==> config.mk <==
export PLATFORM = sky130hd
export DESIGN_NAME = sipo_rx_ctrl_flat
export DESIGN_NICKNAME = d
export VERILOG_FILES = /design/src/rtl/sipo_rx_ctrl_if.sv /design/src/rtl/sipo_rx_ctrl.sv /design/src/flat_wrapper.sv
export SDC_FILE = /design/constraint.sdc
export NUM_CORES = 1
export LEC_CHECK = 0
export BUFFER_PORTS_ARGS = -buffer_cell sky130_fd_sc_hd__buf_4
export CAP_MARGIN = 10
export CORE_UTILIZATION = 57
export DETAILED_ROUTE_END_ITERATION = 7
export MAX_ROUTING_LAYER = met4
export PLACE_DENSITY_LB_ADDON = 0.08
export REMOVE_ABC_BUFFERS = 1
export SLEW_MARGIN = 15
export SYNTH_ARGS = -nofsm -noshare
export SYNTH_HDL_FRONTEND = slang
export SYNTH_SLANG_ARGS = --single-unit
==> constraint.sdc <==
create_clock -name clk -period 2.7 [get_ports clk]
set_clock_uncertainty 0.1 [all_clocks]
set_input_delay 0 -clock clk [delete_from_list [all_inputs] [get_ports clk]]
set_output_delay 0 -clock clk [all_outputs]
set_load 0.05 [all_outputs]
==> src/rtl/sipo_rx_ctrl_if.sv <==
// rtl/sipo_rx_ctrl_if.sv - shift-enable and byte handshake bundle between sipo_rx_ctrl and its SIPO/consumer
// Signals:
//   sipo_en    controller -> SIPO      one-cycle shift enable
//   sipo_din   controller -> SIPO      bit to shift, valid while sipo_en=1
//   byte_valid controller -> consumer  SIPO dout holds a complete framed byte
//   byte_ready consumer -> controller  byte accepted when byte_valid & byte_ready
// Modports: master = controller side, slave = SIPO/consumer side.
interface sipo_rx_ctrl_if;
    logic sipo_en;
    logic sipo_din;
    logic byte_valid;
    logic byte_ready;

    modport master (
        output sipo_en,
        output sipo_din,
        output byte_valid,
        input  byte_ready
    );

    modport slave (
        input  sipo_en,
        input  sipo_din,
        input  byte_valid,
        output byte_ready
    );
endinterface

==> src/rtl/sipo_rx_ctrl.sv <==
// rtl/sipo_rx_ctrl.sv - serial frame sequencer driving an 8-bit shift-left SIPO register
// Purpose: frames an async serial line (start 0, 8 data bits MSB first, stop 1),
//   pulses the SIPO shift enable at each data bit centre and offers the finished
//   byte through a valid/ready handshake, flagging framing and overrun errors.
// Ports:
//   clk        system clock, rising edge
//   rst        asynchronous active-low reset
//   rx         asynchronous serial input, idles high
//   sif        sipo_rx_ctrl_if.master (sipo_en, sipo_din, byte_valid, byte_ready)
//   busy       high whenever the FSM is not in IDLE
//   frame_err  one-cycle pulse when the stop bit is sampled 0
//   overrun    sticky, set when a new frame starts shifting over a pending byte
//   ovr_clr    synchronous clear of overrun (a same-cycle set wins)
//   parity_err one-cycle pulse at STOP on parity mismatch (only with SIPO_RX_PARITY_EN)
// Optional feature macro: SIPO_RX_PARITY_EN adds a parity bit between data and stop.
module sipo_rx_ctrl #(
    parameter int CLKS_PER_BIT = 16,
    parameter int CNT_W        = 8
) (
    input  logic                  clk,
    input  logic                  rst,
    input  logic                  rx,
    sipo_rx_ctrl_if.master        sif,
    output logic                  busy,
    output logic                  frame_err,
    output logic                  overrun,
`ifdef SIPO_RX_PARITY_EN
    output logic                  parity_err,
`endif
    input  logic                  ovr_clr
);

    localparam logic [CNT_W-1:0] HALF_LOAD = CNT_W'(CLKS_PER_BIT / 2 - 1);
    localparam logic [CNT_W-1:0] FULL_LOAD = CNT_W'(CLKS_PER_BIT - 1);

    typedef enum logic [2:0] {
        S_IDLE,
        S_START,
        S_DATA,
        S_PARITY,
        S_STOP
    } state_t;

    state_t            state_q, state_d;
    logic [CNT_W-1:0]  cnt_q, cnt_d;
    logic [2:0]        bitcnt_q, bitcnt_d;
    logic              byte_valid_q, byte_valid_d;
    logic              overrun_q, overrun_d;
    logic              armed_q, armed_d;
    logic              rx_meta_q, rx_s_q;

`ifdef SIPO_RX_PARITY_EN
    logic              par_q, par_d;
    logic              par_err_q, par_err_d;
`endif

    logic              tick;
    logic              shift_c;
    logic              first_shift_c;
    logic              stop_ok_c;
    logic              frame_err_c;
    logic              parity_err_c;
    logic              ovr_set_c;

    // Two-flop synchronizer; flops reset to the idle line level.
    always_ff @(posedge clk or negedge rst) begin
        if (!rst) begin
            rx_meta_q <= 1'b1;
            rx_s_q    <= 1'b1;
        end else begin
            rx_meta_q <= rx;
            rx_s_q    <= rx_meta_q;
        end
    end

    always_ff @(posedge clk or negedge rst) begin
        if (!rst) begin
            state_q      <= S_IDLE;
            cnt_q        <= '0;
            bitcnt_q     <= '0;
            byte_valid_q <= 1'b0;
            overrun_q    <= 1'b0;
            armed_q      <= 1'b1;
`ifdef SIPO_RX_PARITY_EN
            par_q        <= 1'b0;
            par_err_q    <= 1'b0;
`endif
        end else begin
            state_q      <= state_d;
            cnt_q        <= cnt_d;
            bitcnt_q     <= bitcnt_d;
            byte_valid_q <= byte_valid_d;
            overrun_q    <= overrun_d;
            armed_q      <= armed_d;
`ifdef SIPO_RX_PARITY_EN
            par_q        <= par_d;
            par_err_q    <= par_err_d;
`endif
        end
    end

    assign tick = (cnt_q == '0);

    always_comb begin
        state_d       = state_q;
        cnt_d         = cnt_q;
        bitcnt_d      = bitcnt_q;
        armed_d       = armed_q;
        byte_valid_d  = byte_valid_q;
        overrun_d     = overrun_q;
        shift_c       = 1'b0;
        first_shift_c = 1'b0;
        stop_ok_c     = 1'b0;
        frame_err_c   = 1'b0;
        parity_err_c  = 1'b0;
        ovr_set_c     = 1'b0;
`ifdef SIPO_RX_PARITY_EN
        par_d         = par_q;
        par_err_d     = par_err_q;
`endif

        case (state_q)
            S_IDLE: begin
                // After a break the line must return high before a new start
                // is accepted, so a held-low line yields a single frame_err.
                if (rx_s_q) begin
                    armed_d = 1'b1;
                end
                if (!rx_s_q && armed_q) begin
                    cnt_d   = HALF_LOAD;
                    state_d = S_START;
                end
            end
            S_START: begin
                if (tick) begin
                    if (!rx_s_q) begin
                        cnt_d    = FULL_LOAD;
                        bitcnt_d = 3'd0;
`ifdef SIPO_RX_PARITY_EN
                        par_d    = 1'b0;
`endif
                        state_d  = S_DATA;
                    end else begin
                        state_d  = S_IDLE;
                    end
                end else begin
                    cnt_d = cnt_q - CNT_W'(1);
                end
            end
            S_DATA: begin
                if (tick) begin
                    shift_c       = 1'b1;
                    first_shift_c = (bitcnt_q == 3'd0);
                    bitcnt_d      = bitcnt_q + 3'd1;
                    cnt_d         = FULL_LOAD;
`ifdef SIPO_RX_PARITY_EN
                    par_d         = par_q ^ rx_s_q;
`endif
                    if (bitcnt_q == 3'd7) begin
`ifdef SIPO_RX_PARITY_EN
                        state_d = S_PARITY;
`else
                        state_d = S_STOP;
`endif
                    end
                end else begin
                    cnt_d = cnt_q - CNT_W'(1);
                end
            end
`ifdef SIPO_RX_PARITY_EN
            S_PARITY: begin
                if (tick) begin
                    // Expected parity bit is 1 when the data holds an even
                    // number of ones; par_q is the XOR of the data bits.
                    par_err_d = rx_s_q ^ ~par_q;
                    cnt_d     = FULL_LOAD;
                    state_d   = S_STOP;
                end else begin
                    cnt_d = cnt_q - CNT_W'(1);
                end
            end
`endif
            S_STOP: begin
                if (tick) begin
                    state_d = S_IDLE;
                    if (rx_s_q) begin
`ifdef SIPO_RX_PARITY_EN
                        stop_ok_c = ~par_err_q;
`else
                        stop_ok_c = 1'b1;
`endif
                    end else begin
                        frame_err_c = 1'b1;
                        armed_d     = 1'b0;
                    end
`ifdef SIPO_RX_PARITY_EN
                    parity_err_c = par_err_q;
`endif
                end else begin
                    cnt_d = cnt_q - CNT_W'(1);
                end
            end
            default: begin
                state_d = S_IDLE;
            end
        endcase

        // A handshake takes priority over overrun when it coincides with the
        // first shift of the next frame; otherwise that shift destroys the byte.
        if (byte_valid_q && sif.byte_ready) begin
            byte_valid_d = 1'b0;
        end else if (byte_valid_q && first_shift_c) begin
            byte_valid_d = 1'b0;
            ovr_set_c    = 1'b1;
        end
        if (stop_ok_c) begin
            byte_valid_d = 1'b1;
        end

        if (ovr_set_c) begin
            overrun_d = 1'b1;
        end else if (ovr_clr) begin
            overrun_d = 1'b0;
        end
    end

    assign sif.sipo_en    = shift_c;
    assign sif.sipo_din   = shift_c & rx_s_q;
    assign sif.byte_valid = byte_valid_q;
    assign busy           = (state_q != S_IDLE);
    assign frame_err      = frame_err_c;
    assign overrun        = overrun_q;
`ifdef SIPO_RX_PARITY_EN
    assign parity_err     = parity_err_c;
`else
    logic unused_parity;
    assign unused_parity  = parity_err_c;
`endif

endmodule
==> src/flat_wrapper.sv <==
// flat-port wrapper written by rule: the top's interface ports become plain ports
module sipo_rx_ctrl_flat 
#(
    parameter int CLKS_PER_BIT = 16,
    parameter int CNT_W        = 8
)
  (clk, rst, rx, busy, frame_err, overrun, ovr_clr, sif_sipo_en, sif_sipo_din, sif_byte_valid, sif_byte_ready);
  sipo_rx_ctrl_if sif_i ();
  input  logic clk;
  input  logic rst;
  input  logic rx;
  output logic busy;
  output logic frame_err;
  output logic overrun;
  input  logic ovr_clr;
  output wire logic [$bits(sif_i.sipo_en)-1:0] sif_sipo_en;
  output wire logic [$bits(sif_i.sipo_din)-1:0] sif_sipo_din;
  output wire logic [$bits(sif_i.byte_valid)-1:0] sif_byte_valid;
  input wire logic [$bits(sif_i.byte_ready)-1:0] sif_byte_ready;
  assign sif_sipo_en = sif_i.sipo_en;
  assign sif_sipo_din = sif_i.sipo_din;
  assign sif_byte_valid = sif_i.byte_valid;
  assign sif_i.byte_ready = sif_byte_ready;
  sipo_rx_ctrl #(.CLKS_PER_BIT(CLKS_PER_BIT), .CNT_W(CNT_W)) u_core (.clk(clk), .rst(rst), .rx(rx), .sif(sif_i), .busy(busy), .frame_err(frame_err), .overrun(overrun), .ovr_clr(ovr_clr));
endmodule
* Word level (Yosys, flattened, before mapping) *
Index checks and enable logic that the tools add are counted.

operators by class
  bitwise operators = 1
  mux-type cells = 38
  add/subtract/negate cells = 2
  reductions and logical operators = 17
  equal/unequal tests = 14

operators by type and width
  cell                   count
  $mux W8                5
  $pmux W8 S4            1
  $mux W3                8
  $mux W1                20
  $ne A2 B1 Y1 const B   6
  $pmux W3 S4            1
  $reduce_and A4 Y1      3
  $logic_not A8 Y1       1
  $sub A8 B1 Y8 const B  1
  $eq A3 B3 Y1 const B   2
  $logic_not A3 Y1       2
  $ne A2 B2 Y1 const B   3
  $pmux W3 S2            1
  $reduce_bool A2 Y1     3
  $reduce_bool A3 Y1     2
  $reduce_and A5 Y1      1
  $reduce_bool A4 Y1     1
  $add A3 B1 Y3 const B  1
  $eq A3 B1 Y1 const B   1
  $eq A3 B2 Y1 const B   1
  $logic_and A1 B1 Y1    3
  $ne A3 B3 Y1 const B   1
  $mux W2                1
  $pmux W1 S2            1
  other kinds (2)        2

storage, ports and cells
  register bits = 19
  word-level logic and storage cells = 80

* Longest topological paths before layout *
Gate-level depths: netlist of the first run.

  depth in word-level cells = 7
  mapped depth = 8
  gate-level depth less buffers = 7

* Worst setup path before layout of the first run *
OpenSTA, ideal clock, no wires.

  kind = flip-flop to output port
  start point = reg u_core.cnt_q[0]
  end point = out sif_sipo_din
  stages on the path, launching flop included = 7
  setup slack = 0.294 ns
  arrival time = 2.306 ns
  path buffers = 0
  cells stage by stage = dfrtp_1 > inv_1 > ha_1 > nor3b_4 > nand2_2 > nor3_2 > and2_1

between the ends
  word-level cells in the longest chain between the ends = 4

ends and longest elaborated chain
  item                    RTL line             RTL
  from (decl)             sipo_rx_ctrl.sv:45   logic [CNT_W-1:0] cnt_q, cnt_d;
  from (signal assigned)  sipo_rx_ctrl.sv:90   cnt_q <= cnt_d;
  $logic_not A8 Y1        sipo_rx_ctrl.sv:102  assign tick = (cnt_q == '0);
  $mux W1                 sipo_rx_ctrl.sv:151  if (tick) begin
  $mux W1                 sipo_rx_ctrl.sv:122  case (state_q)
  net sif_sipo_en         flat_wrapper.sv:16   output wire logic [$bits(sif_i.sipo_en)-1:0] sif_sipo_en;
  $and A1 B1 Y1           sipo_rx_ctrl.sv:228  assign sif.sipo_din = shift_c & rx_s_q;
  to (decl)               flat_wrapper.sv:17   output wire logic [$bits(sif_i.sipo_din)-1:0] sif_sipo_din;

The timed path passes the listed nets, and every way through them passes these cells.

* Final worst setup path of the first run *
  start point = reg u_core.cnt_q[0]
  end point = reg u_core.overrun_q, in the netlist u_core.overrun

between the ends
  word-level cells in the longest chain between the ends = 7
  elaborated cells between the ends (all ways) = 8
  classes of those cells = mux: 5; reduce/logical: 3

ends and longest elaborated chain
  item                                           RTL line             RTL
  $logic_not A8 Y1 (*)                           sipo_rx_ctrl.sv:102
  $mux W1 (*)                                    sipo_rx_ctrl.sv:151
  $mux W1 (*)                                    sipo_rx_ctrl.sv:122
  $logic_and A1 B1 Y1 (*)                        sipo_rx_ctrl.sv:212  end else if (byte_valid_q && first_shift_c) begin
  $mux W1 (*)                                    sipo_rx_ctrl.sv:212
  $mux W1 (*)                                    sipo_rx_ctrl.sv:210  if (byte_valid_q && sif.byte_ready) begin
  $mux W1 or $reduce_bool A2 Y1 (tied branches)  n/a
  to (signal assigned)                           sipo_rx_ctrl.sv:93   overrun_q <= overrun_d;
  to (decl)                                      sipo_rx_ctrl.sv:48   logic overrun_q, overrun_d;

Every way passes the cells marked *; elsewhere a longest branch is shown, timed or not.
A chain may end at the register's enable or synchronous reset.

==> results of run 1 <==
==> worst max-delay path by stage <==
stage                          startpoint               to  slack [ns]  cells past startpoint
after floorplan           u_core.cnt_q[0]     sif_sipo_din        0.22                      6
after global placement    u_core.cnt_q[0]  u_core.cnt_q[2]        0.64                      7
after detailed placement  u_core.cnt_q[0]  u_core.cnt_q[2]        0.55                      7
after CTS                 u_core.cnt_q[0]   u_core.overrun        0.08                      8
after global routing      u_core.cnt_q[0]   u_core.overrun        0.03                      8
final                     u_core.cnt_q[0]   u_core.overrun        0.22                      8
==> repair_timing <==
item / CTS / global route
setup endpoints to repair: 0 / 1
resized for setup: 0 / 1
hold buffers: 5 / 0
endpoints found under the hold margin: 22 / 0
==> placed cells by master (no fill, tap or decap), drive strengths merged <==
cell type	count
mux2	1
nor3b	1
o22ai	1
clkbuf	3
or3b	1
o21ai	10
nand3	2
a22oi	1
buf	10
a32o	1
ha	4
a21boi	1
dlygate4sd3	5
nand2	7
o31a	1
inv	8
dfstp	3
clkinv	1
a31o	1
nand2b	3
a311oi	1
o31ai	2
and3b	2
a22o	6
and2	2
a21oi	9
nor3	8
nor2	12
or3	2
dfrtp	16
xnor2	1
nand3b	1
nor4	1
maj3	1
==> cell families after synthesis <==
group | synth area share, %
AND/OR/NAND/NOR | 22.9
multiplexers | 1.36
adder cells (fa/ha/maj) | 5.44
flip-flops | 43.4
XOR/XNOR | 0.793
buffers and inverters | 5.32
AO/OA/AOI/OAI | 20.8
==> registers in the layout, summed over array words and instances, names as in the netlist <==
signal and flops:
u_core.armed_q 1, u_core.bitcnt_q 3, u_core.cnt_q 8, u_core.overrun 1
u_core.rx_meta_q 1, u_core.rx_s_q 1, u_core.sif.byte_valid 1, u_core.state_q 3
==> worst max-delay path, cell delays in order, from the launching register on <==
cell and delay [ns]:
dfrtp_1 0.42, inv_1 0.08, ha_1 0.20, nor3b_4 0.23, nand2_2 0.20, nor3_4 0.24
and3b_1 0.23, a32o_1 0.16, dlygate4sd3_1 0.54
==> cell type report <==
cell class                      instances  area [um^2]  area share [%]
Multi-Input combinational cell         83          573            45.3
Sequential cell                        19          479            37.8
Timing Repair Buffer                   15          125            9.88
Tap cell                               25         31.3            2.47
Inverter                                8         30.0            2.37
Clock buffer                            3         22.5            1.78
Clock inverter                          1         5.00           0.395
==> per-stage QoR <==
stage	utilization, %	power (mW)	setup slack, ns
6_report	71.8	1.02	0.221
5_1_grt	71.8	1.09	0.0305
4_1_cts	71.4	1.02	0.0832
3_5_place_dp	67.0	0.869	0.551
3_3_place_gp	67.0	0.854	0.640
2_1_floorplan	-	0.766	0.225
==> routing by layer <==
layer | track usage, % | part of all wire [%] | vias up
met3 | 3.57 | 2.7 | 4
met1 | 32.3 | 48 | 411
li1 | - | - | 441
met5 | - | 0 | -
met2 | 35.5 | 48 | 18
met4 | 8.82 | 1.3 | 0
==> power by group <==
part | leakage (nW) | switching, mW | internal [mW]
sequential | 0.240 | 0.0979 | 0.349
combinational | 0.326 | 0.244 | 0.184
clock | 0.0177 | 0.0865 | 0.0552
==> metrics, run 1 <==
Least-Margin Pin Slew=0.517 ns; Leakage=between 0.5 and 0.6 nW; Initial Utilization=62.6%; post-route ant nets=0; Post-synth top cells=16 x dfrtp_1, 11 x nor2_1, 10 x o21ai_0; final instance area=1270 um^2; FF-to-FF path depth=8; CP Capture Type=flop; Root Driver=clkbuf_4; Sink Count=19; Post-Syn Area per Cell=slightly below 10 um^2; cell row count=15; detailed-route DRC error count=0; detailed placement HPWL=1.47 mm; CTS H-tree depth=1; WL final=2.11 mm; area grow syn2layout=14.6%; fmax=403 MHz; status=completed; share of layout cells above drive strength 1=24.0%; Worst Hold Margin=0.00564 ns; CTS tree=built; GPL Wtd Cong=0.751; Area after DPL=1180 um^2; Horiz. Die Dim=46.0 um; Finished Layout Cells=about 150; leading area contributor after synthesis=dfrtp_1; antenna violations before repair=0; die area=2120 um^2; Vias/cell=5.68; post-CTS repair timing setup buffer count=0; worst hold path class=primary input to async pin; core area=1760 um^2; peak supply drop=approximately 0.6 mV; clk_lat worst skew=0.30 ns; most common cell in the synthesized netlist=dfrtp_1; synthesized cell area=roughly 1100 um^2; headroom to the max-slew limit=65.6%; FFs w/ async S/R, synth=100%; final slew viol count=0; number of global-route vias before repair=790; Reg-to-Reg Start=u_core.cnt_q[0]; Final Cycle Share=91.8%; GRT Total Usage=23.7%; CTS buffer count=3; global-route wire length before repair=3.42 mm; reg2reg setup slack=0.22 ns; DR vias=slightly below 900; nets=139; pwr dens=803 nW/um^2; clk buf depth=2; setup TNS=0 ns; Worst EP required=2.84 ns; Die Ht=46.0 um; drt pass-1 iters=4; total congestion overflow=0; CP Class=flop to flop; Worst EP arrival=2.62 ns; Final Hold Viols=0; Setup violations, final=0; clock-pin slew on the worst setup and hold paths=~0.10 ns; R2R Path End=u_core.overrun; number of synthesized flops with an enable pin=0; top cells by area, synth=dfrtp_1 36%, dfstp_2 7.1%, ha_1 4.5%; unrepaired setup endpoints after global routing=false; I/O Pins=11; ant diodes=0; Port Buffers=10; fillers=approximately 160; largest net degree at the start of global routing=20; drt initial violations=10; Synth Warn #=0; Synth top area share=36.2%; max_cap viols=0; Worst setup SP type=flop; Cell variety after synth=39; # placed instances=approximately 150; drt wl/cell=13.7 um; count of state elements after synthesis=19; register area share after synthesis=43.4%; crit-path max FO=13; top_reg_cell synth=dfrtp_1; Synth Instances=114; Tmin final=2.48 ns
Power figures use the tool's default switching activity.
==> inputs of run 2 (changes only) <==
ABC_AREA = 1   (was default)
TNS_END_PERCENT = 5   (was default)
==> run 2 against run 1 <==
Worst hold slack improved by 0.24 ns. Fmax increased by 8.9%. Critical path type unchanged. Critical endpoint unchanged. Largest cell class unchanged. Count of clock-buffer cells in the layout did not move.
==> metrics, run 2 <==
status=completed; Synth Area in Adders=4.22% (-1.2 points); area grow syn2layout=17.4%; most common library cell in the layout ignoring fill and taps=nand2_1; synthesized cell area=1190 um^2 (+7.4%); GPL Wtd Cong=0.887 (+18%); nets=186 (+34%); largest net degree at the start of global routing=13 (-35%); WL final=2.58 mm (+22%); most frequent cells in the layout=46 x nand2_1, 18 x inv_1, 16 x dfrtp_1; most common cell in the synthesized netlist=nand2_1; CTS buffer count=3 (unchanged); Finished Layout Cells=203 (+32%); ant diodes=0 (unchanged); register area share after synthesis=40.4% (-3.0 points); antenna violations before repair=0 (unchanged); Synth Warn #=0 (unchanged); FFs w/ async S/R, synth=100% (unchanged); overall power=1.58 mW (+55%); drt pass-1 iters=4 (unchanged); slack of the critical path=0.423 ns (+0.202 ns); headroom to the max-slew limit=72.7% (+7.2 points); DR vias=1,089 (+25%); Setup violations, final=0 (unchanged); CP Class=flop to flop; setup TNS=0 ns (unchanged); core area=1960 um^2 (+11%); clock-pin slew on the worst setup and hold paths=0.11 ns (about the same); CP Capture Type=flop; detailed-route DRC error count=0 (unchanged); register area=479 um^2 (unchanged); Post-Syn Area per Cell=7.65 um^2 (-21%); Vias/cell=5.36 (-5.5%); Worst setup SP type=flop; post-synthesis compound-gate area fraction=7.91% (-13 points); drt wl/cell=12.7 um (-7.2%); Post-Synth Simple-Gate Area=39.1% (+16 points); leading area contributor after synthesis=dfrtp_1; total congestion overflow=0 (unchanged); top cells by area, synth=dfrtp_1 34%, nand2_1 15%, dfstp_2 6.6%; switching part of the total=53.0% (+11 points); CTS tree=built; clk_lat worst skew=0.30 ns (about the same); CTS H-tree depth=1 (unchanged); area of the multi-input gates=626 um^2 (+9.2%); post-route ant nets=0 (unchanged); register share of total power=30.8% (-13 points); global-route wire length before repair=4.00 mm (+17%); pwr dens=1130 nW/um^2 (+41%); clk buf depth=2 (unchanged); mux contribution to synthesized area=0% (-1.4 points); CP max-delay cell=dlygate4sd3_1; final instance area=1390 um^2 (+10%); DP Worst Slack=0.971 ns (+0.419 ns); Final Hold Viols=0 (unchanged); Cell variety after synth=23 (-41%); worst hold path class=primary input to flop; detailed placement HPWL=1.84 mm (+25%); Root Driver=clkbuf_4; Top reg by flops=u_core.cnt_q; Tmin final=2.28 ns (-0.202 ns); cell row count=16 (+1); fillers=185 (+19%); Area after DPL=1290 um^2 (+9.5%); # placed instances=192 (+32%); GRT Total Usage=26.6% (+2.8 points); Port Buffers=10 (unchanged); PostCTS Resize Cnt=0 (unchanged); die area=2270 um^2 (+7.0%); I/O Pins=11 (unchanged); number of global-route vias before repair=944 (+19%); Synth Instances=155 (+36%); P_int=743 uW (+26%); share of layout cells above drive strength 1=21.6% (-2.4 points); count of state elements after synthesis=19 (unchanged); Synth Area in XOR/XNOR=1.48% (+0.68 points); Horiz. Die Dim=47.6 um (+3.5%); Worst Hold Margin=0.242 ns (+0.237 ns); drt initial violations=26 (+16); crit-path max FO=8 (-5); Largest regs=u_core.cnt_q x8, u_core.bitcnt_q x3, u_core.state_q x3; max_cap viols=0 (unchanged); clock power share=9.2% (-4.7 points); Least-Margin Pin Slew=0.408 ns (-0.109 ns); max reg flops=8 (unchanged); Final Cycle Share=84.3% (-7.5 points); Leakage=0.706 nW (+21%); Worst EP required=2.85 ns (about the same); number of synthesized flops with an enable pin=0 (unchanged); Sink Count=19 (unchanged); cell breakdown of the critical path=inv_1 > ha_1 > nand2_1 > nor2_4 > inv_2 > nor2_4 > nand3_2 > o22ai_1 > dlygate4sd3_1; Worst EP arrival=2.42 ns (-0.20 ns); combinational share of power=60.0% (+18 points); main combinational cell family by area after synthesis=simple AND/OR/NAND/NOR gates; Die Ht=47.6 um (+3.5%); final core occ=71.0% (-0.79 points); most used cell, CP=nor2_4; Initial Utilization=60.5% (-2.2 points); unrepaired setup endpoints after global routing=false; final slew viol count=0 (unchanged); top_reg_cell synth=dfrtp_1; Post-synth top cells=46 x nand2_1, 18 x inv_1, 16 x dfrtp_1; peak supply drop=0.616 mV (+3.8%); Synth top area share=33.8% (-2.5 points); switching pwr=837 uW (+95%); fmax=439 MHz (+8.9%); delay of the slowest cell on the worst path=0.58 ns (+0.04 ns)
[run 2: changes by cell type in the layout (fill, tap and decap cells not counted), sizes merged, moves of 6 or more]
cell,delta
nand2,+45
inv,+13
nand3,+12
a21oi,-9
nor2,+7
nor3,-7
a22o,-6
[run 2: final cells by class]
type	instances	area share, %
multi-input cells	115	44.9
flip-flops and latches	19	34.4
repair buffers	17	10.4
inverters	21	5.84
well taps	27	2.43
clock buffers	3	1.62
clock inverters	1	0.359
[run 2: worst paths after layout]
| path | cells past startpoint | slack (ns) | start | to |
|---|---|---|---|---|
| max | 9 | 0.42 | u_core.cnt_q[0] | u_core.overrun |
| min | 2 | 0.24 | rx | u_core.rx_meta_q |
| max reg2reg | 9 | 0.42 | u_core.cnt_q[0] | u_core.overrun |
| min reg2reg | 0 | 0.27 | u_core.rx_meta_q | u_core.rx_s_q |
| max in group asynchronous | 4 | 0.92 | rst | u_core.bitcnt_q[2] |
| min in group asynchronous | 3 | 0.53 | rst | u_core.cnt_q[2] |
[run 2: cells by family (layout without fill, tap and decap cells)]
kind of cell    after synthesis  in the layout
compound gates               18             18
xor+xnor                      2              2
fa+ha+maj                     4              4
buf+inv                      21             42
flops                        19             19
simple gates                 91             91
[run 2: power groups by stage]
stage | registers, mW | clock network (mW) | logic [mW]
final | 0.486 | 0.145 | 0.949
after detailed placement | 0.490 | 0 | 0.924
after global routing | 0.499 | 0.159 | 1.06
after global placement | 0.486 | 0 | 0.906
after CTS | 0.484 | 0.149 | 0.936
after floorplan | 0.466 | 0 | 0.755
[run 2: metal layers]
metal / GRT usage, % / up-vias / routed length, um
li1: - / 542 / -
met1: 34.7 / 524 / 1250
met2: 43.0 / 18 / 1230
met3: 2.26 / 5 / 56
met4: 10.0 / 0 / 37
met5: - / - / 0
[run 2: timing repair]
action	4_1_cts	5_1_grt
hold buffers	7	0
buffers inserted	0	0
endpoints found under the hold margin	22	0
[run 2: critical path: cells and delay by family (launching register included)]
| family | cells | cell delay (ns) |
|---|---|---|
| AO/OA/AOI/OAI | 1 | 0.13 |
| buffers and inverters | 3 | 0.81 |
| AND/OR/NAND/NOR | 4 | 0.57 |
| adder cells (fa/ha/maj) | 1 | 0.21 |
| flip-flops | 1 | 0.42 |
